File: src/rtl/seg7_pkg.sv
// Shared types and constants for the scanned 7-segment animation engine.
// Segment bits are ordered {dp,g,f,e,d,c,b,a}; patterns here are active-high.
package seg7_pkg;

  typedef enum logic [1:0] {
    SPIN  = 2'd0,
    CHASE = 2'd1,
    BLINK = 2'd2,
    OFF   = 2'd3
  } anim_mode_e;

  localparam int SEG_A  = 0;
  localparam int SEG_B  = 1;
  localparam int SEG_C  = 2;
  localparam int SEG_D  = 3;
  localparam int SEG_E  = 4;
  localparam int SEG_F  = 5;
  localparam int SEG_G  = 6;
  localparam int SEG_DP = 7;

  localparam logic [7:0] SEG_ALL = 8'((1 << SEG_A) | (1 << SEG_B) | (1 << SEG_C) | (1 << SEG_D) |
                                      (1 << SEG_E) | (1 << SEG_F) | (1 << SEG_G) | (1 << SEG_DP));

  // Entry [i] is the single segment lit by SPIN at step i.
  localparam logic [5:0][7:0] SPIN_TABLE = {
    8'(1 << SEG_F), 8'(1 << SEG_E), 8'(1 << SEG_D),
    8'(1 << SEG_C), 8'(1 << SEG_B), 8'(1 << SEG_A)
  };

  function automatic int step_max(anim_mode_e m, int n);
    case (m)
      SPIN:    return 5;
      CHASE:   return 2 * n + 3;
      BLINK:   return 1;
      default: return 0;
    endcase
  endfunction

endpackage

File: src/rtl/seg7_tick_gen.sv
// Free-running prescaler: one-cycle tick while the counter sits at DIV.
// The counter freezes when en is low, so a paused frame resumes mid-count.
module seg7_tick_gen #(
  parameter int DIV = 1
) (
  input  logic clk,
  input  logic rst,
  input  logic en,
  output logic tick
);

  localparam int W = (DIV > 0) ? $clog2(DIV + 1) : 1;
  localparam logic [W-1:0] TERM = W'(DIV);

  logic [W-1:0] cnt;

  assign tick = en && (cnt == TERM);

  always_ff @(posedge clk) begin
    if (rst) begin
      cnt <= '0;
    end else if (en) begin
      cnt <= tick ? '0 : cnt + W'(1);
    end
  end

endmodule

File: src/rtl/seg7_anim_scan.sv
// Multi-digit 7-segment animation engine with time-multiplexed digit scanning.
// Step/mode state advances on frame ticks; seg/dig are re-registered from next-state values.
module seg7_anim_scan
  import seg7_pkg::*;
#(
  parameter int CLK_HZ         = 27_000_000,
  parameter int NUM_DIGITS     = 4,
  parameter int FRAME_HZ       = 8,
  parameter int SCAN_HZ        = 1000,
  parameter bit SEG_ACTIVE_LOW = 1'b1,
  parameter bit DIG_ACTIVE_LOW = 1'b1
) (
  input  logic                  clk,
  input  logic                  rst,
  input  logic                  en,
  input  logic [1:0]            mode,
  input  logic                  dir,
  output logic [7:0]            seg,
  output logic [NUM_DIGITS-1:0] dig,
  output logic                  frame_tick
);

  localparam int FRAME_DIV = CLK_HZ / FRAME_HZ - 1;
  localparam int SCAN_DIV  = CLK_HZ / SCAN_HZ - 1;
  localparam int STEP_W    = $clog2(2 * NUM_DIGITS + 4);
  localparam int IDX_W     = (NUM_DIGITS > 1) ? $clog2(NUM_DIGITS) : 1;

  localparam logic [7:0]            SEG_OFF = SEG_ACTIVE_LOW ? 8'hFF : 8'h00;
  localparam logic [NUM_DIGITS-1:0] DIG_OFF = {NUM_DIGITS{DIG_ACTIVE_LOW}};

  if (NUM_DIGITS < 1 || NUM_DIGITS > 8 || FRAME_HZ > SCAN_HZ) begin : g_param_check
    $error("seg7_anim_scan: illegal parameters NUM_DIGITS=%0d FRAME_HZ=%0d SCAN_HZ=%0d",
           NUM_DIGITS, FRAME_HZ, SCAN_HZ);
  end

  logic frame_pulse;
  logic scan_pulse;

  seg7_tick_gen #(.DIV(FRAME_DIV)) u_frame_tick (
    .clk  (clk),
    .rst  (rst),
    .en   (en),
    .tick (frame_pulse)
  );

  seg7_tick_gen #(.DIV(SCAN_DIV)) u_scan_tick (
    .clk  (clk),
    .rst  (rst),
    .en   (1'b1),
    .tick (scan_pulse)
  );

  anim_mode_e            mode_q, mode_d;
  logic                  dir_q, dir_d;
  logic [STEP_W-1:0]     step_q, step_d, cur_max;
  logic [IDX_W-1:0]      scan_idx_q, scan_idx_d;
  logic [IDX_W-1:0]      disp_idx_q, disp_idx_d;
  logic                  disp_on_q, disp_on_d;
  logic [7:0]            pat;
  logic [7:0]            seg_d;
  logic [NUM_DIGITS-1:0] onehot;
  logic [NUM_DIGITS-1:0] dig_d;
  int                    s, d, n;

  assign cur_max = STEP_W'(step_max(mode_q, NUM_DIGITS));

  // A mode change restarts at step 0 without advancing; otherwise step in the latched direction.
  always_comb begin
    mode_d = mode_q;
    dir_d  = dir_q;
    step_d = step_q;
    if (frame_pulse) begin
      dir_d = dir;
      if (anim_mode_e'(mode) != mode_q) begin
        mode_d = anim_mode_e'(mode);
        step_d = '0;
      end else if (dir) begin
        step_d = (step_q == '0) ? cur_max : step_q - STEP_W'(1);
      end else begin
        step_d = (step_q == cur_max) ? '0 : step_q + STEP_W'(1);
      end
    end
  end

  // disp_idx is the digit being shown; scan_idx is the one queued for the next scan tick.
  always_comb begin
    scan_idx_d = scan_idx_q;
    disp_idx_d = disp_idx_q;
    disp_on_d  = disp_on_q;
    if (scan_pulse) begin
      disp_idx_d = scan_idx_q;
      disp_on_d  = 1'b1;
      scan_idx_d = (scan_idx_q == IDX_W'(NUM_DIGITS - 1)) ? '0 : scan_idx_q + IDX_W'(1);
    end
  end

  always_comb begin
    pat = '0;
    s   = int'(step_d);
    d   = int'(disp_idx_d);
    n   = NUM_DIGITS;
    case (mode_d)
      SPIN: begin
        if (s < 6) pat = SPIN_TABLE[s[2:0]];
      end
      CHASE: begin
        // Perimeter walk: top row, right edge, bottom row, left edge.
        if (s < n) begin
          if (d == n - 1 - s) pat[SEG_A] = 1'b1;
        end else if (s == n) begin
          if (d == 0) pat[SEG_B] = 1'b1;
        end else if (s == n + 1) begin
          if (d == 0) pat[SEG_C] = 1'b1;
        end else if (s <= 2 * n + 1) begin
          if (d == s - (n + 2)) pat[SEG_D] = 1'b1;
        end else if (s == 2 * n + 2) begin
          if (d == n - 1) pat[SEG_E] = 1'b1;
        end else begin
          if (d == n - 1) pat[SEG_F] = 1'b1;
        end
      end
      BLINK: begin
        if (s == 0) pat = SEG_ALL;
      end
      default: pat = '0;
    endcase
    if (!en) pat = '0;
  end

  always_comb begin
    onehot = disp_on_d ? (NUM_DIGITS'(1) << disp_idx_d) : '0;
    seg_d  = SEG_ACTIVE_LOW ? ~pat : pat;
    dig_d  = DIG_ACTIVE_LOW ? ~onehot : onehot;
  end

  always_ff @(posedge clk) begin
    if (rst) begin
      mode_q     <= OFF;
      dir_q      <= 1'b0;
      step_q     <= '0;
      scan_idx_q <= '0;
      disp_idx_q <= '0;
      disp_on_q  <= 1'b0;
      frame_tick <= 1'b0;
      seg        <= SEG_OFF;
      dig        <= DIG_OFF;
    end else begin
      mode_q     <= mode_d;
      dir_q      <= dir_d;
      step_q     <= step_d;
      scan_idx_q <= scan_idx_d;
      disp_idx_q <= disp_idx_d;
      disp_on_q  <= disp_on_d;
      frame_tick <= frame_pulse;
      seg        <= seg_d;
      dig        <= dig_d;
    end
  end

endmodule

File: config.mk
export PLATFORM = sky130hd
export DESIGN_NAME = seg7_anim_scan
export DESIGN_NICKNAME = d
export VERILOG_FILES = /design/src/rtl/seg7_pkg.sv /design/src/rtl/seg7_tick_gen.sv /design/src/rtl/seg7_anim_scan.sv
export SDC_FILE = /design/constraint.sdc
export NUM_CORES = 1
export LEC_CHECK = 0
export CAP_MARGIN = 10
export CORE_ASPECT_RATIO = 2
export CORE_UTILIZATION = 60
export CTS_BUF_LIST = sky130_fd_sc_hd__clkbuf_2
export CTS_CLUSTER_SIZE = 40
export DETAILED_ROUTE_END_ITERATION = 10
export PLACE_DENSITY = 0.82
export SYNTH_ARGS = -nofsm -noshare
export SYNTH_HDL_FRONTEND = slang
export SYNTH_SLANG_ARGS = --single-unit
File: constraint.sdc
create_clock -name clk -period 8.9 [get_ports clk]
set_clock_uncertainty 0.15 [all_clocks]
set_input_delay 2.67 -clock clk [delete_from_list [all_inputs] [get_ports clk]]
set_output_delay 2.67 -clock clk [all_outputs]
set_load 0.05 [all_outputs]
Yosys cells after proc, flatten, opt, wreduce, memory -nomap -nowiden --
Memories as Yosys holds them, arrays and structs flattened. Index checks and enable logic that the tools add are counted.
Cells by class: shift operators 1, muxes and demuxes 33, add/sub/neg operators 7, reductions and logical operators 7, bitwise gates (word level) 2, $lt $le $gt $ge 4, equality and inequality tests 15
Operators with widths (count):
- two-way mux 8 bit | 4
- two-way mux 4 bit | 7
- adder 22 x 1 -> 22 bit (second input constant) | 1
- == test 22 bit (second input constant) | 1
- two-way mux 22 bit | 1
- one-hot mux 6 bit (3 select lines) | 1
- adder 15 x 1 -> 15 bit (second input constant) | 1
- == test 15 bit (second input constant) | 1
- == test 4 bit (second input constant) | 3
- one-hot mux 4 bit (3 select lines) | 1
- two-way mux 1 bit | 11
- == test 3 x 5 -> 1 bit | 2
- two-way mux 2 bit | 5
- zero test 4 bit | 2
- < comparator 4 x 3 -> 1 bit (second input constant) | 2
- inverter 8 bit | 1
- == test 2 x 1 -> 1 bit (second input constant) | 3
- == test 2 bit (second input constant) | 3
- zero test 2 bit | 3
- two-way mux 5 bit | 1
- subtractor 2 x 4 -> 5 bit (first input constant) | 1
- subtractor 4 x 3 -> 5 bit (second input constant) | 1
- adder 4 x 1 -> 4 bit (second input constant) | 1
- == test 4 bit | 1
- 11 further kinds | 11
Word-level totals: word-level logic and storage cells 80, register bits after elaboration 61, ROM bits 64, input bits 6, memories kept 1, output and inout bits 13
Memories:
- (name not given) | words 8, width 8, rd ports 1, clocked after Yosys merged registers in 0, wr ports 0, line seg7_anim_scan.sv:104 | if (s < 6) pat = SPIN_TABLE[s[2:0]];

Depth between registers and ports, before layout --
word-level depth 17, depth in mapped cells 16, mapped depth without buffers 15

Cells and area by module --
Synthesis repeated with hierarchy kept, for this count alone.
Second synthesis, totals: cell total of the unflattened synthesis 366, area total of the unflattened synthesis 3169.3 um2
Modules (own cells, without submodules):
- seg7_anim_scan | seq. area each 460.4 um2, cells an instance 161, area each 1368.8 um2, instances 1
- seg7_tick_gen at u_frame_tick | seq. area each 440.4 um2, cells an instance 127, area each 1093.5 um2, instances 1
- seg7_tick_gen at u_scan_tick | seq. area each 300.3 um2, cells an instance 78, area each 706.9 um2, instances 1

Worst setup path after synthesis --
Ideal clock, no wire load.
path kind input port to flip-flop, start in en, end reg seg[1], required time 8644 ps, stages 14, buffers on the path 1, setup time 106 ps, arrival time 4846 ps, setup slack 3798 ps, cell sequence and3_1 -> nand3_1 -> or3_1 -> mux2i_1 -> or2_2 -> clkbuf_1 -> inv_1 -> ha_1 -> inv_1 -> ha_1 -> a21boi_2 -> nand2_1 -> nor2_1 -> o311ai_0
On the way: longest elaborated chain between the ends 8, elaborated cells on any way between the ends 19, those cells by class order compare: 2; eq/ne: 3; mux: 9; bitwise: 1; reduce/logical: 3; memory: 1
Ends and longest elaborated chain:
- from (decl) | line seg7_anim_scan.sv:15 | input logic en,
- logical AND 1 bit (*) | line seg7_tick_gen.sv:17 | assign tick = en && (cnt == TERM);
- two-way mux 4 bit (*) | line seg7_anim_scan.sv:72 | if (frame_pulse) begin
- named net step_d[2] | line seg7_anim_scan.sv:55 | logic [STEP_W-1:0] step_q, step_d, cur_max;
- memory read (8 x 8 bit) / == test 4 bit (equally long branches)
- two-way mux 8 bit (implied by the code) / two-way mux 1 bit (equally long branches) | line seg7_anim_scan.sv:104, seg7_anim_scan.sv:110
- two-way mux 8 bit / two-way mux 5 bit (equally long branches) | line seg7_anim_scan.sv:104, seg7_anim_scan.sv:108
- one-hot mux 6 bit (3 select lines) (*) | line seg7_anim_scan.sv:102 | case (mode_d)
- two-way mux 8 bit (*) | line seg7_anim_scan.sv:127 | if (!en) pat = '0;
- inverter 8 bit (*) | line seg7_anim_scan.sv:132 | seg_d = SEG_ACTIVE_LOW ? ~pat : pat;
- to (signal assigned) | line seg7_anim_scan.sv:155 | seg <= seg_d;
- to (decl) | line seg7_anim_scan.sv:18 | output logic [7:0] seg,
Mark *: on every way through the listed nets, which the timed path passes. The rest lies on a longest branch. The select of a mux whose other input is x is not followed. A chain may end at the register's enable or synchronous reset.

Final worst setup path --
Ends and elaborated chain as after synthesis.

==> results.md <==
- Synth Area per Inst: 8.39 um2
- CP Capture Type: flip-flop
- Count of non-filler cells in the finished layout: 436
- Multi-input gate area: 0.00171 mm2
- #FFs+latches synth: 60
- CP Class: in2reg
- Post-synth ARST share: 0
- GPL Wtd Cong: 0.846
- Final WL: 6540 um
- Final net count: 389
- PortBufs: 18
- Fin. Hold Viols: 0
- Vias in the first global route: 2520
- Syn Std Cell Area: 0.00303 mm2
- Syn_nets: 374
- Crit share post-route: 0.675
- Largest net degree at the start of global routing: 21
- Remaining antenna violation count: 0
- Min Tclk post-route: 6.01 ns
- Core box area: 0.00486 mm2
- Fillcell total: 415
- Detail Placement HPWL: 4860 um
- Area contributors post-synth: dfxtp_1 (40%), nor2_1 (6.9%), xor2_1 (5.5%), nand2_1 (4.3%), xnor2_1 (4.3%)
- # setup viols final: 0
- N_diodes: 0
- DRC violations left: 0
- WL/cell: 15.0 um
- Slowest Stage Delay on Critical Path: 0.79 ns
- Dpl cells: 422
- Most frequent cells in the layout: dfxtp_1 (60), nor2_1 (56), nand2_1 (35)
- Global-route wire length before repair: 10700 um
- IO Count: 19
- Worst-skew pair later-pin latency: 0.48 ns
- Slowest cell on crit path: a21oi_1
- Die Wd: 52.2 um
- Commonest non-fill, non-tap cell in the layout: dfxtp_1
- Post-synth top flop: dfxtp_1
- Largest area contributor in the netlist: dfxtp_1
- Post-CTS Setup Inserts: 0
- Mapped Cells: 361
- DR pass1 iterations: 4
- Max clock buf depth: 2
- H-tree levels: 3
- Arrival @ worst endpoint: 6.17 ns
- Area Growth Syn to Fin: 9.34%
- Seq/Total Area, Yosys: 0.397
- CTS root buffer: clkbuf_2
- RSZ-0062 raised after global routing: false
- Post-cts repair resize count: 0
- Antenna violations before repair: 0
- Die Y: 102 um
- GRT Util Overall: 0.276
- CP max FO: 12
- Drt via density: 5.92
- Register area: 0.00120 mm2
- Pwr/cell area: 133 mW/mm2
- Routed vias: 2583
- MaxCap Viol Count: 0
- Yosys cell types: 56
- Gr ovfl total: 0
- Slew Limit Fails: 0
- DRT iter0 DRCs: 66
- VDD IR max: 0.115 mV
- Slew headroom: 0.342
- TNS Setup: 0 ns
- Clock Sinks: 60
- Critical Path, Cell by Cell: clkdlybuf4s50_1 -> and3_1 -> nand3_1 -> or3_1 -> a21oi_1 -> inv_1 -> ha_1 -> inv_1 -> ha_1 -> a21boi_2 -> nand2_1 -> nor2_1 -> o311ai_0
- Layout cells sized above 1: 0.0686
- Worst-path clk slew: 0.15 ns
- Leakage: 0.00130 uW
- TritonCTS clock tree: done
- FP Rows: 36
- Outcome: finished, final reports clean
- CTS Hold Buffers Added: 0
- CTS Buf Count: 9
- Worst Hold Class: reg2reg
- Share of the synthesized area in the top cell type: 0.397
- Crit start category: input port
- Reg2reg setup slack: 5.05 ns
- Worst-Margin Slew: 0.981 ns
- Initial core utilization: 0.623
- Synth Warn #: 0
- CP required: 9.06 ns
- Number of synthesized flops with an enable pin: 0
- Achievable frequency: 166 MHz
- Die ar.: 0.00535 mm2
[routing by layer]
layer,part of all wire,GRT usage,vias to the layer above
met1,0.37,0.238,1214
met5,0,0,-
li1,-,-,1279
met3,0.034,0.0744,27
met4,0.050,0.184,0
met2,0.55,0.520,63
[synth_stat cells, types with 2 or more instances]
cell type / n
a211oi_1: 2
a21oi_1: 12
a21oi_2: 2
a311oi_1: 3
a41o_1: 2
and3_1: 10
buf_2: 4
clkbuf_1: 9
dfxtp_1: 60
ha_1: 7
inv_1: 15
mux2i_1: 5
nand2_1: 35
nand2b_1: 8
nand3_1: 22
nand3b_1: 2
nand4_1: 6
nand4b_1: 3
nor2_1: 56
nor2b_1: 5
nor3_1: 7
nor4_1: 3
nor4b_1: 2
o21ai_0: 6
o31ai_1: 2
or2_2: 2
or3_1: 10
xnor2_1: 15
xor2_1: 19
[per-stage QoR]
step / power, uW / hold slack [ns] / cell area [um2] / setup slack [ns] / utilization
after CTS: 445 / 0.348 / 3310 / 2.98 / 0.681
after global placement: 293 / 0.290 / 3220 / 2.62 / 0.662
after floorplan: 288 / 0.276 / 3030 / 3.80 / -
final: 439 / 0.347 / 3310 / 2.89 / 0.681
after detailed placement: 294 / 0.323 / 3220 / 2.42 / 0.662
after global routing: 459 / 0.369 / 3310 / 2.73 / 0.681
[report_power, final]
group	internal (uW)	switching, uW	leakage [uW]
combinational	6.28	9.42	0.000754
clock	61.0	90.0	0.0000627
sequential	271	1.88	0.000485
[critical path: cells and delay by family]
| kind | cells | cell delay, ns |
|---|---|---|
| AOI/OAI and AO/OA | 3 | 1.18 |
| adders and majority gates | 2 | 0.36 |
| buffers and inverters | 3 | 0.84 |
| and+or+nand+nor | 5 | 1.10 |
[cells by family (layout without fill, tap and decap cells)]
family,Yosys count,after routing,share of synthesized area
AND/OR/NAND/NOR,184,184,0.320
flip-flops,60,60,0.397
AO/OA/AOI/OAI,42,42,0.101
XOR/XNOR,34,34,0.0983
buffers and inverters,29,47,0.0388
adder cells (fa/ha/maj),7,7,0.0289
multiplexers,5,5,0.0165
[flip-flops by register name, summed over array words and instances (netlist names)]
| register | count |
|---|---|
| frame_tick | 1 |
| mode_q | 2 |
| u_scan_tick.cnt | 15 |
| step_q | 4 |
| dig | 4 |
| disp_on_q | 1 |
| u_frame_tick.cnt | 22 |
| scan_idx_q | 2 |
| seg | 7 |
| disp_idx_q | 2 |
[final cells by class]
class,count,area share
multi-input combinational,272,0.516
sequential,60,0.363
timing repair buffer,18,0.0544
tap,57,0.0215
inverter,15,0.0170
clock buffer,10,0.0151
clock inverter,4,0.0128
[final timing paths]
kind,to,start,depth (start not counted)
worst min-delay path,u_scan_tick.cnt[0]$_SDFF_PP0_,u_scan_tick.cnt[0]$_SDFF_PP0_,1
worst max-delay path,seg[1]$_SDFF_PP1_,en,13
worst max register to register,seg[1]$_SDFF_PP1_,u_frame_tick.cnt[0]$_SDFFE_PP0P_,13
worst min register to register,u_scan_tick.cnt[0]$_SDFF_PP0_,u_scan_tick.cnt[0]$_SDFF_PP0_,1
(Power assumes the default switching activity.)
